<file path="config.mk">
export PLATFORM = sky130hd
export DESIGN_NAME = pipe_hazard_scoreboard
export DESIGN_NICKNAME = d
export VERILOG_FILES = /design/src/rtl/pcpu_pkg.sv /design/src/rtl/mdu_tracker.sv /design/src/rtl/pipe_hazard_scoreboard.sv
export SDC_FILE = /design/constraint.sdc
export NUM_CORES = 1
export LEC_CHECK = 0
export CAP_MARGIN = 15
export CORE_UTILIZATION = 41
export CTS_CLUSTER_DIAMETER = 60
export DETAILED_ROUTE_END_ITERATION = 8
export HOLD_SLACK_MARGIN = 0.05
export PLACE_DENSITY = 0.73
export SLEW_MARGIN = 20
export SYNTH_ARGS = -nofsm -noshare
export SYNTH_HDL_FRONTEND = slang
export SYNTH_SLANG_ARGS = --single-unit
export TNS_END_PERCENT = 100
</file>
<file path="constraint.sdc">
create_clock -name clock -period 2.06 [get_ports clock]
set_input_delay 0.309 -clock clock [delete_from_list [all_inputs] [get_ports clock]]
set_output_delay 0.309 -clock clock [all_outputs]
set_load 0.01 [all_outputs]
</file>
<file path="src/rtl/pcpu_pkg.sv">
// rtl/pcpu_pkg.sv - shared forwarding codes and widths for the PCPU hazard logic
package pcpu_pkg;

  localparam int AW_DEF = 5;

  localparam logic [2:0] FWD_RF  = 3'b000;
  localparam logic [2:0] FWD_EXE = 3'b001;
  localparam logic [2:0] FWD_MEM = 3'b010;
  localparam logic [2:0] FWD_LD  = 3'b011;
  localparam logic [2:0] FWD_MDU = 3'b100;

endpackage

</file>
<file path="src/rtl/mdu_tracker.sv">
// rtl/mdu_tracker.sv - tracks one in-flight multi-cycle MUL/DIV op and its destination
module mdu_tracker #(
  parameter int AW      = 5,
  parameter int MDU_LAT = 4
) (
  input  logic          clock,
  input  logic          resetn,
  input  logic          issue,
  input  logic [AW-1:0] issue_rn,
  output logic          busy,
  output logic          done,
  output logic [AW-1:0] rn
);

  logic [3:0] cnt;

  // A reload in the done cycle takes priority over the final decrement.
  always_ff @(posedge clock or negedge resetn) begin
    if (!resetn) begin
      cnt <= '0;
      rn  <= '0;
    end else if (issue) begin
      cnt <= 4'(MDU_LAT);
      rn  <= issue_rn;
    end else if (cnt != 4'd0) begin
      cnt <= cnt - 4'd1;
    end
  end

  assign busy = (cnt != 4'd0);
  assign done = (cnt == 4'd1);

endmodule

</file>
<file path="src/rtl/pipe_hazard_scoreboard.sv">
// rtl/pipe_hazard_scoreboard.sv - ID-stage forwarding selects, stall generation and stall counter
module pipe_hazard_scoreboard
  import pcpu_pkg::*;
#(
  parameter int AW      = AW_DEF,
  parameter int MDU_LAT = 4,
  parameter int CNT_W   = 16
) (
  input  logic             clock,
  input  logic             resetn,
  input  logic             id_valid,
  input  logic             id_use_rs,
  input  logic             id_use_rt,
  input  logic [AW-1:0]    id_rs,
  input  logic [AW-1:0]    id_rt,
  input  logic             id_wreg,
  input  logic [AW-1:0]    id_wn,
  input  logic             id_mdu,
  input  logic             e_wreg,
  input  logic             e_m2reg,
  input  logic [AW-1:0]    e_rn,
  input  logic             m_wreg,
  input  logic             m_m2reg,
  input  logic [AW-1:0]    m_rn,
  input  logic             stall_clr,
  output logic             nostall,
  output logic [2:0]       fwda,
  output logic [2:0]       fwdb,
  output logic             mdu_issue,
  output logic             mdu_busy,
  output logic             mdu_done,
  output logic [AW-1:0]    mdu_rn,
  output logic [CNT_W-1:0] stall_cnt
);

  logic mdu_pend;
  logic stall_lu, stall_raw, stall_waw, stall_struct;

  mdu_tracker #(.AW(AW), .MDU_LAT(MDU_LAT)) u_mdu (
    .clock    (clock),
    .resetn   (resetn),
    .issue    (mdu_issue),
    .issue_rn (id_wn),
    .busy     (mdu_busy),
    .done     (mdu_done),
    .rn       (mdu_rn)
  );

  // MDU result wins: the WAW stall guarantees EXE/MEM writes to mdu_rn are older.
  function automatic logic [2:0] fwd_sel(input logic [AW-1:0] src);
    logic [2:0] sel;
    sel = FWD_RF;
    if (src != '0) begin
      if (mdu_done && mdu_rn == src)  sel = FWD_MDU;
      else if (e_wreg && e_rn == src) sel = e_m2reg ? FWD_RF : FWD_EXE;
      else if (m_wreg && m_rn == src) sel = m_m2reg ? FWD_LD : FWD_MEM;
    end
    return sel;
  endfunction

  always_comb begin
    fwda = fwd_sel(id_rs);
    fwdb = fwd_sel(id_rt);
  end

  assign mdu_pend = mdu_busy & ~mdu_done;

  always_comb begin
    stall_lu     = e_wreg & e_m2reg & (e_rn != '0) &
                   ((id_use_rs & (e_rn == id_rs)) | (id_use_rt & (e_rn == id_rt)));
    stall_raw    = mdu_pend & (mdu_rn != '0) &
                   ((id_use_rs & (mdu_rn == id_rs)) | (id_use_rt & (mdu_rn == id_rt)));
    stall_waw    = mdu_pend & id_wreg & (id_wn != '0) & (id_wn == mdu_rn);
    stall_struct = mdu_pend & id_mdu;
    nostall      = ~(id_valid & (stall_lu | stall_raw | stall_waw | stall_struct));
  end

  assign mdu_issue = id_valid & id_mdu & nostall;

  always_ff @(posedge clock or negedge resetn) begin
    if (!resetn) begin
      stall_cnt <= '0;
    end else if (stall_clr) begin
      stall_cnt <= '0;
    end else if (id_valid && !nostall && stall_cnt != {CNT_W{1'b1}}) begin
      stall_cnt <= stall_cnt + 1'b1;
    end
  end

endmodule

</file>
==> results of run 1 <==
-- registers in the layout (all words and copies together), names as in the netlist --
name and flops:
stall_cnt 16, u_mdu.rn 5, u_mdu.cnt 4
-- worst max-delay path: cells and delay by family, from the launching register on --
family          cells  cell delay (ns)
fa+ha+maj           1             0.22
compound gates      3             0.45
buf+inv             2             0.29
flops               1             0.42
mux                 1             0.32
simple gates        3             0.48
-- cell families (layout without fill, tap and decap cells) --
family,Yosys count,in the layout,synth area share
muxes,14,14,0.0845
and+or+nand+nor,107,107,0.288
buffers and inverters,17,149,0.0360
AOI/OAI and AO/OA,24,24,0.0940
adders and majority gates,3,3,0.0189
xor gates and xnor gates,37,37,0.163
DFF,25,25,0.315
-- cells in the final DEF, fill, tap and decap left out, types with 2 or more instances in the layout --
master | Yosys | final
xor2_2 | 0 | 2
ha_4 | 0 | 2
and4_4 | 2 | 2
nand2b_4 | 0 | 2
nand4_1 | 5 | 5
clkbuf_2 | 0 | 11
mux2_2 | 5 | 5
a21oi_4 | 0 | 2
clkdlybuf4s15_1 | 0 | 2
dfrtp_2 | 0 | 4
o32ai_2 | 0 | 3
or4_1 | 3 | 2
a21oi_1 | 5 | 3
clkdlybuf4s50_1 | 0 | 34
nor2b_1 | 8 | 8
inv_1 | 10 | 9
clkbuf_8 | 0 | 3
buf_4 | 0 | 60
nor4_2 | 1 | 2
dfrtp_1 | 25 | 21
xnor2_2 | 0 | 3
or3_1 | 3 | 3
mux2_4 | 3 | 7
and3_1 | 3 | 3
nand2_1 | 17 | 17
nor4_4 | 1 | 4
dlygate4sd2_1 | 0 | 11
buf_6 | 1 | 10
a211o_1 | 2 | 2
dlymetal6s2s_1 | 0 | 2
nor3_4 | 0 | 4
nor2_1 | 35 | 33
nand3_1 | 10 | 10
nor3_1 | 6 | 4
xnor2_1 | 29 | 26
o41ai_1 | 2 | 2
o22a_1 | 2 | 2
buf_2 | 0 | 4
xor2_1 | 8 | 6
-- final cells by class --
type | count | share of cell area
Clock inverter | 1 | 0.00216
Tap cell | 52 | 0.0187
Timing Repair Buffer | 135 | 0.326
Inverter | 10 | 0.0108
Clock buffer | 3 | 0.0119
Multi-Input combinational cell | 185 | 0.450
Sequential cell | 25 | 0.181
-- per-layer routing --
metal  share of wire  track usage  routed length, um
met5               0            0                  0
met4           0.024       0.0871                159
met3           0.050       0.0281                327
met2            0.49        0.416               3200
met1            0.44        0.352               2850
-- power by group through the flow --
stage	registers (mW)	logic, mW	clock network, mW
floorplan	0.713	0.727	0
global placement	0.733	1.30	0
detailed placement	0.737	1.34	0
CTS	0.738	1.45	0.312
global route	0.773	1.63	0.324
finish	0.756	1.52	0.305
-- repair_timing --
item / CTS / global route
pin swaps: 19 / 20
setup endpoints to repair: 29 / 30
cloned: 0 / 0
resized for setup: 80 / 51
buffers inserted: 3 / 7
-- final timing paths --
kind / end / start / depth (start not counted) / slack, ns
max: stall_cnt[10] / u_mdu.cnt[0] / 10 / -0.21
min: stall_cnt[12] / resetn / 2 / 0.40
max reg2reg: stall_cnt[10] / u_mdu.cnt[0] / 10 / -0.21
min reg2reg: stall_cnt[14] / stall_cnt[14] / 2 / 0.61
max in group asynchronous: u_mdu.rn[4] / resetn / 2 / 1.38
min in group clock: u_mdu.rn[0] / id_wn[0] / 3 / 0.54
==> out/metrics.yaml, run 1 <==
outcome:
  outcome: "finished with violations"
  violations: "setup timing"
pwr:
  ir_worst_vdd_mv: 0.742
  clockPowerShare: 0.118
  combPwrFrac: 0.590
  p_leak_nw: 1.53
  swShare: 0.383
  p_per_area_nw_per_um2: 742
  netSwitchingPower_mw: 0.990
  power_frac_seq: 0.292
  totalPowerFinal_mw: 2.59
  p_int_mw: 1.60
timing:
  setup_tns_ns: -2.27
  timing.fmax_mhz: 440
  slew_violations: 0
  setup_viol: 17
  finalClockSkew_ns: 0.0139
  rsz0062_at_grt: "true"
  hold_violations: 0
  setup_ws_ns: -0.214
  worst_pin_slew_ns: 0.342
  fin_crit_sh: 1.10
  timing.slew.headroom: 0.772
  min_period_ns: 2.27
  finalHoldWorstSlack_ns: 0.403
placed_design:
  dpl_cell_area_um2: 3210
  dp_slack_ns: -0.818
  gp_congestion: 0.850
  io_buffers: 67
  post-dp-hpwl_um: 4870
  dp_cells: 398
worst_setup_path:
  startpoint_type: "register"
  critical_path_class: "register to register"
  cp_data_required_time_ns: 2.23
  slowest_delay_ns: 0.42
  path_cells: "ha_2, nor2_4, o311ai_4, o32ai_2, a221oi_2, nand2b_4, buf_8, buf_4, nor4_4, mux2_4"
  cp_max_fo: 7
  slowest_stage: "dfrtp_1"
  end_kind: "register"
  arrival_ns: 2.45
global_routing:
  grt_pass1_vias: 2113
  grt_pass1_wl_um: 10300
  grt_use_total: 0.254
  antenna_found_initial: 0
  grt_overflow: 0
  grt_start_max_net_pins: 26
floorplan:
  dieArea_um2: 5120
  start_util: 0.440
  core_area_um2: 4500
  dieHeight_um: 71.6
  floorplan.rows: 24
  ioPinCount: 68
  die_x_um: 71.6
synthesis:
  synth_area_per_cell_um2: 8.74
  syn_nets: 267
  syn_area_um2: 1980
  synth_top_cell_area_share: 0.315
  synth_edf_count: 0
  synth_cell_types: 42
  yosys-top-cells-area: "dfrtp_1 32%, xnor2_1 13%, nor2_1 6.6%"
  syn-instance-count: 227
  ys_ff_latch: 25
  yosysMostFrequentCell: "nor2_1"
  netlist_top_cells_count: "35 x nor2_1, 29 x xnor2_1, 25 x dfrtp_1"
  yosys_warnings: 0
  synthFlopType: "dfrtp_1"
  yosysTopAreaCell: "dfrtp_1"
  yosysSeqAreaShare: 0.315
  async_reset_ff_frac: 1.00
cells_and_area:
  multi_input_area_um2: 1570
  fin_util: 0.773
  nNetsFinal: 400
  regArea_um2: 631
  n_fill_cell: 318
  fin_area_um2: 3480
  diodes: 0
  finalNonFillerCells: 411
  drive_gt1_frac: 0.404
  areaGrowthSynthToFinish_pct: 75.6
drt:
  routed_wl_um: 6540
  postRouteAntennaNets: 0
  dr.pass1.iters: 4
  via_per_inst: 5.25
  via_count: 2157
  drt_iter0_markers: 150
  wire_per_inst_um: 15.9
  drcViolationCount: 0
clocking:
  clk_latency_ns: 0.28
  clock_path_buffers: 2
  postCtsHoldBufs: 0
  cts_inserted_buffers: 3
  cts_tree: "yes"
  htree_levels: 1
  cts.clk_slew.worst_paths_ns: 0.10
  clock_sinks: 25
  cts-root-buf: "clkbuf_8"
min_path:
  worstHoldPathType: "primary input to async pin"
job:
  cap_viol_max_count: 0
(Power assumes the default switching activity.)
==> run 2, diff against run 1 <==
CORE_ASPECT_RATIO = 1.1   (was unset)
SYNTH_HIERARCHICAL = 1   (was unset)
==> out/metrics.yaml, run 2 <==
outcome:
  outcome: "finished with violations"
  violations: "setup timing"
worst_setup_path:
  end_kind: "output port"
  cp_max_fo: 7
  startpoint_type: "primary input"
  ff2ff_path_depth: 9
  critical_path_class: "primary input to output port"
  cp_data_required_time_ns: 1.75
  arrival_ns: 2.16
global_routing:
  antenna_found_initial: 0
  grt_pass1_vias: 2467
  grt_start_max_net_pins: 26
  grt_use_total: 0.292
  grt_overflow: 0
  grt_pass1_wl_um: 11100
timing:
  hold_violations: 0
  setup_tns_ns: -5.59
  finalClockSkew_ns: 0.00971
  timing.fmax_mhz: 405
  worst_pin_slew_ns: 0.574
  slew_violations: 0
  min_period_ns: 2.47
  setup_viol: 23
  setup_ws_ns: -0.411
  timing.slew.headroom: 0.616
  fin_crit_sh: 1.20
  rsz0062_at_grt: "true"
clocking:
  cts.clk_slew.worst_paths_ns: 0.10
  clock_path_buffers: 2
  htree_levels: 1
  cts-root-buf: "clkbuf_8"
  cts_inserted_buffers: 3
  clk_latency_ns: 0.28
  clock_sinks: 25
  cts_tree: "yes"
floorplan:
  dieHeight_um: 75.1
  die_x_um: 68.4
  core_area_um2: 4650
  dieArea_um2: 5140
  start_util: 0.428
  ioPinCount: 68
  floorplan.rows: 26
drt:
  routed_wl_um: 7790
  drt_iter0_markers: 109
  via_per_inst: 5.58
  dr.pass1.iters: 4
  postRouteAntennaNets: 0
  wire_per_inst_um: 17.7
  drcViolationCount: 0
  via_count: 2456
synthesis:
  synth_top_cell_area_share: 0.314
  synth_edf_count: 0
  yosys_warnings: 6
  yosysSeqAreaShare: 0.314
  async_reset_ff_frac: 1.00
  yosysTopAreaCell: "dfrtp_1"
  netlist_top_cells_count: "25 x dfrtp_1, 22 x nor2_1, 19 x xnor2_1"
  syn_nets: 272
  yosysMostFrequentCell: "dfrtp_1"
  ys_ff_latch: 25
  syn_area_um2: 1990
  syn-instance-count: 231
  synth_cell_types: 43
  yosys-top-cells-area: "dfrtp_1 31%, xnor2_1 8.4%, xor2_1 4.8%"
  synth_area_per_cell_um2: 8.62
  synthFlopType: "dfrtp_1"
cells_and_area:
  fin_util: 0.797
  areaGrowthSynthToFinish_pct: 86.2
  drive_gt1_frac: 0.471
  final_cell_mix: "79 x buf_4, 38 x clkdlybuf4s50_1, 22 x nor2_1"
  final_common_cell: "buf_4"
  nNetsFinal: 426
  largest-register: "stall_cnt"
  n_fill_cell: 299
  largest_register_ffs: 16
  reg.largest.list: "stall_cnt (16), u_mdu/rn (5), u_mdu/cnt (4)"
  diodes: 0
placed_design:
  gp_congestion: 0.874
  post-dp-hpwl_um: 5300
  dp_slack_ns: -0.852
  io_buffers: 67
pwr:
  p_leak_nw: 1.61
  totalPowerFinal_mw: 2.84
  p_per_area_nw_per_um2: 766
  ir_worst_vdd_mv: 0.486
job:
  cap_viol_max_count: 0
min_path:
  worstHoldPathType: "primary input to async pin"
[run 2: changes by cell type after synthesis, moves of 3 or more]
cell      delta
nor2_1      -13
nor2b_1      +6
mux2_4       -3
nor3_1       +3
mux2_2       +3
xor2_1       +3
o21ai_1      +5
xnor2_1     -10
nand2b_1     +3
o31ai_1      +4
nand2_1      -3
or4_1        +5
a21oi_1      +7
[run 2: where the power goes]
group          switching, mW  internal [mW]  total, mW
combinational          0.759           1.05       1.81
sequential             0.119          0.596      0.715
clock                  0.176          0.138      0.314
total                   1.05           1.79       2.84
[run 2: routing by layer]
metal | vias to the layer above | routed length [um] | GRT usage
met4 | 0 | 203 | 0.106
met5 | - | 0 | 0
li1 | 1142 | - | -
met3 | 23 | 312 | 0.0318
met1 | 1202 | 3080 | 0.320
met2 | 89 | 4190 | 0.565
[run 2: repair_timing]
item | in CTS | in global routing
setup endpoints to repair | 35 | 32
pin swaps | 33 | 21
gates resized for setup | 113 | 36
hold buffers | 0 | 0
setup buffers | 13 | 5
[run 2: stage by stage]
step / std cells / hold WS (ns) / instance area (um^2)
floorplan: 231 / 0.0134 / 2070
global placement: 421 / 0.561 / 3330
detailed placement: 421 / 0.568 / 3330
CTS: 438 / 0.395 / 3610
global route: 440 / 0.412 / 3710
finish: 440 / 0.389 / 3710
[run 2: area by class of cell]
class / instances / area [um^2] / share of cell area
multi-input cells: 190 / 1630 / 0.439
flip-flops and latches: 25 / 631 / 0.170
well taps: 56 / 70.1 / 0.0189
inverters: 9 / 36.3 / 0.00979
repair buffers: 156 / 1290 / 0.349
clock inverters: 1 / 7.51 / 0.00203
clock buffers: 3 / 41.3 / 0.0111
[run 2: path summary, 6_finish.rpt]
path	startpoint	endpoint	slack (ns)
min reg2reg	stall_cnt[12]	stall_cnt[12]	0.60
max	id_wn[0]	nostall	-0.41
max reg2reg	u_mdu/rn[3]	stall_cnt[13]	-0.37
max in group asynchronous	resetn	u_mdu/rn[1]	1.38
min	resetn	u_mdu/cnt[2]	0.39
min in group clock	stall_cnt[12]	stall_cnt[12]	0.60
[run 2: logic make-up (layout without fill, tap and decap cells)]
kind of cell,count (synthesis),in the layout,share of synthesized area
adders and majority gates,4,4,0.0251
AOI/OAI and AO/OA,34,34,0.116
muxes,13,13,0.0735
DFF,25,25,0.314
xor gates and xnor gates,30,30,0.132
buffers and inverters,16,169,0.0333
and+or+nand+nor,109,109,0.306
[run 2: critical path: stages]
cell,delay [ns]
clkdlybuf4s50_1,0.48
nor4_1,0.48
nor3_1,0.11
a21oi_1,0.16
o31ai_2,0.10
o31a_4,0.30
inv_4,0.10
buf_2,0.14
==> run 3, diff against run 2 <==
CORE_ASPECT_RATIO = unset   (was 1.1)
SETUP_SLACK_MARGIN = 0.02   (was unset)
==> out/metrics.yaml, run 3 (same netlist as run 2, synthesis figures left out) <==
outcome:
  outcome: "finished with violations"
  violations: "setup timing"
pwr:
  p_per_area_nw_per_um2: 809
  ir_worst_vdd_mv: 0.461
  p_leak_nw: 1.58
clocking:
  cts-root-buf: "clkbuf_8"
  cts_tree: "yes"
  htree_levels: 1
  postCtsHoldBufs: 0
  clock_path_buffers: 2
  clk_latency_ns: 0.28
  cts_inserted_buffers: 3
  clock_sinks: 25
  cts.clk_slew.worst_paths_ns: 0.09
worst_setup_path:
  worstReg2RegStart: "u_mdu/rn[3]"
  end_kind: "register"
  cp_max_fo: 5
  cp_data_required_time_ns: 2.26
  worstReg2RegEnd: "stall_cnt[7]"
  arrival_ns: 2.69
  critical_path_class: "register to register"
  r2r_slack_ns: -0.43
  ff2ff_path_depth: 10
  startpoint_type: "register"
placed_design:
  post-dp-hpwl_um: 4990
  dp_slack_ns: -0.834
  gp_congestion: 0.857
  dpl_cell_area_um2: 3270
  io_buffers: 67
floorplan:
  core_area_um2: 4500
  dieArea_um2: 5140
  ioPinCount: 68
  dieHeight_um: 71.7
  die_x_um: 71.7
  floorplan.rows: 24
  start_util: 0.442
cells_and_area:
  final_common_cell: "buf_4"
  largest_register_ffs: 16
  drive_gt1_frac: 0.441
  diodes: 0
  multi_input_area_um2: 1620
  largest-register: "stall_cnt"
  reg.largest.list: "stall_cnt (16), u_mdu/rn (5), u_mdu/cnt (4)"
  final_cell_mix: "68 x buf_4, 38 x clkdlybuf4s50_1, 21 x dfrtp_1"
  fin_area_um2: 3670
  regArea_um2: 631
  areaGrowthSynthToFinish_pct: 84.2
  n_fill_cell: 295
  nNetsFinal: 416
global_routing:
  grt_pass1_wl_um: 11100
  grt_overflow: 0
  grt_use_total: 0.275
  use_met3: 0.0408
  antenna_found_initial: 0
  grtUsageMet1: 0.374
  grtUsageMet2: 0.457
  grt_pass1_vias: 2318
  grt_start_max_net_pins: 26
  grt_busiest_layer: "met2"
drt:
  postRouteAntennaNets: 0
  wire_per_inst_um: 17.5
  routed_wl_um: 7440
  drt_iter0_markers: 152
  drcViolationCount: 0
  via_count: 2382
  via_per_inst: 5.59
  dr.pass1.iters: 4
timing:
  setup_tns_ns: -7.43
  fin_crit_sh: 1.21
  hold_violations: 0
  min_period_ns: 2.49
  timing.fmax_mhz: 401
  finalHoldWorstSlack_ns: 0.424
  setup_viol: 30
  setup_ws_ns: -0.433
  rsz0062_at_grt: "true"
  worst_pin_slew_ns: 0.638
  timing.slew.headroom: 0.574
  finalClockSkew_ns: 0.00110
  slew_violations: 0
min_path:
  worstHoldPathType: "primary input to async pin"
job:
  cap_viol_max_count: 0
[run 3: routing by layer]
metal | up-vias | part of all wire | wire [um]
met5 | - | 0 | 0
met4 | 0 | 0.025 | 189
met1 | 1148 | 0.45 | 3350
met2 | 96 | 0.47 | 3490
li1 | 1120 | - | -
met3 | 18 | 0.055 | 411
[run 3: through the flow]
stage / util / total power [mW] / instances
3_5_place_dp: 0.726 / 2.15 / 411
5_1_grt: 0.814 / 3.12 / 426
2_1_floorplan: - / 1.39 / 231
6_report: 0.814 / 2.97 / 426
4_1_cts: 0.772 / 2.62 / 422
3_3_place_gp: 0.726 / 2.12 / 411
[run 3: layout make-up]
type	count	share of cell area
tap	52	0.0177
clock buffer	3	0.0113
inverter	9	0.0106
clock inverter	1	0.00205
multi-input combinational	190	0.443
sequential	25	0.172
timing repair buffer	146	0.344
[run 3: worst max path at each step]
| stage | startpoint | slack, ns | cells past startpoint | endpoint |
|---|---|---|---|---|
| after global placement | id_rs[2] | -0.79 | 11 | stall_cnt[0] |
| after CTS | u_mdu/rn[2] | -0.33 | 8 | stall_cnt[8] |
| after global routing | u_mdu/rn[2] | -0.47 | 11 | stall_cnt[7] |
| final | u_mdu/rn[3] | -0.43 | 10 | stall_cnt[7] |
| after floorplan | u_mdu/rn[0] | -0.19 | 8 | stall_cnt[9] |
| after detailed placement | id_rs[2] | -0.83 | 10 | stall_cnt[10] |
[run 3: where the power goes]
part / switching (mW) / total, mW / internal, mW / leakage, nW
Sequential: 0.127 / 0.724 / 0.596 / 0.327
Combinational: 0.810 / 1.94 / 1.13 / 1.24
Clock: 0.169 / 0.307 / 0.138 / 0.0217
Total: 1.11 / 2.97 / 1.86 / 1.58
[run 3: what timing repair did]
action / CTS / global route
pin swaps: 33 / 17
setup endpoints to repair: 35 / 34
hold endpoints to repair: 0 / 0
setup buffers: 6 / 5
gates resized for setup: 85 / 50
cloned: 1 / 0
[run 3: critical path, cell delays in order, from the launching register on]
cell      delay (ns)
dfrtp_2         0.45
nor2b_4         0.13
a2111o_1        0.34
nor4_2          0.29
o221a_2         0.24
o31a_4          0.16
inv_6           0.05
buf_6           0.11
buf_4           0.14
or3_4           0.37
a21oi_2         0.13
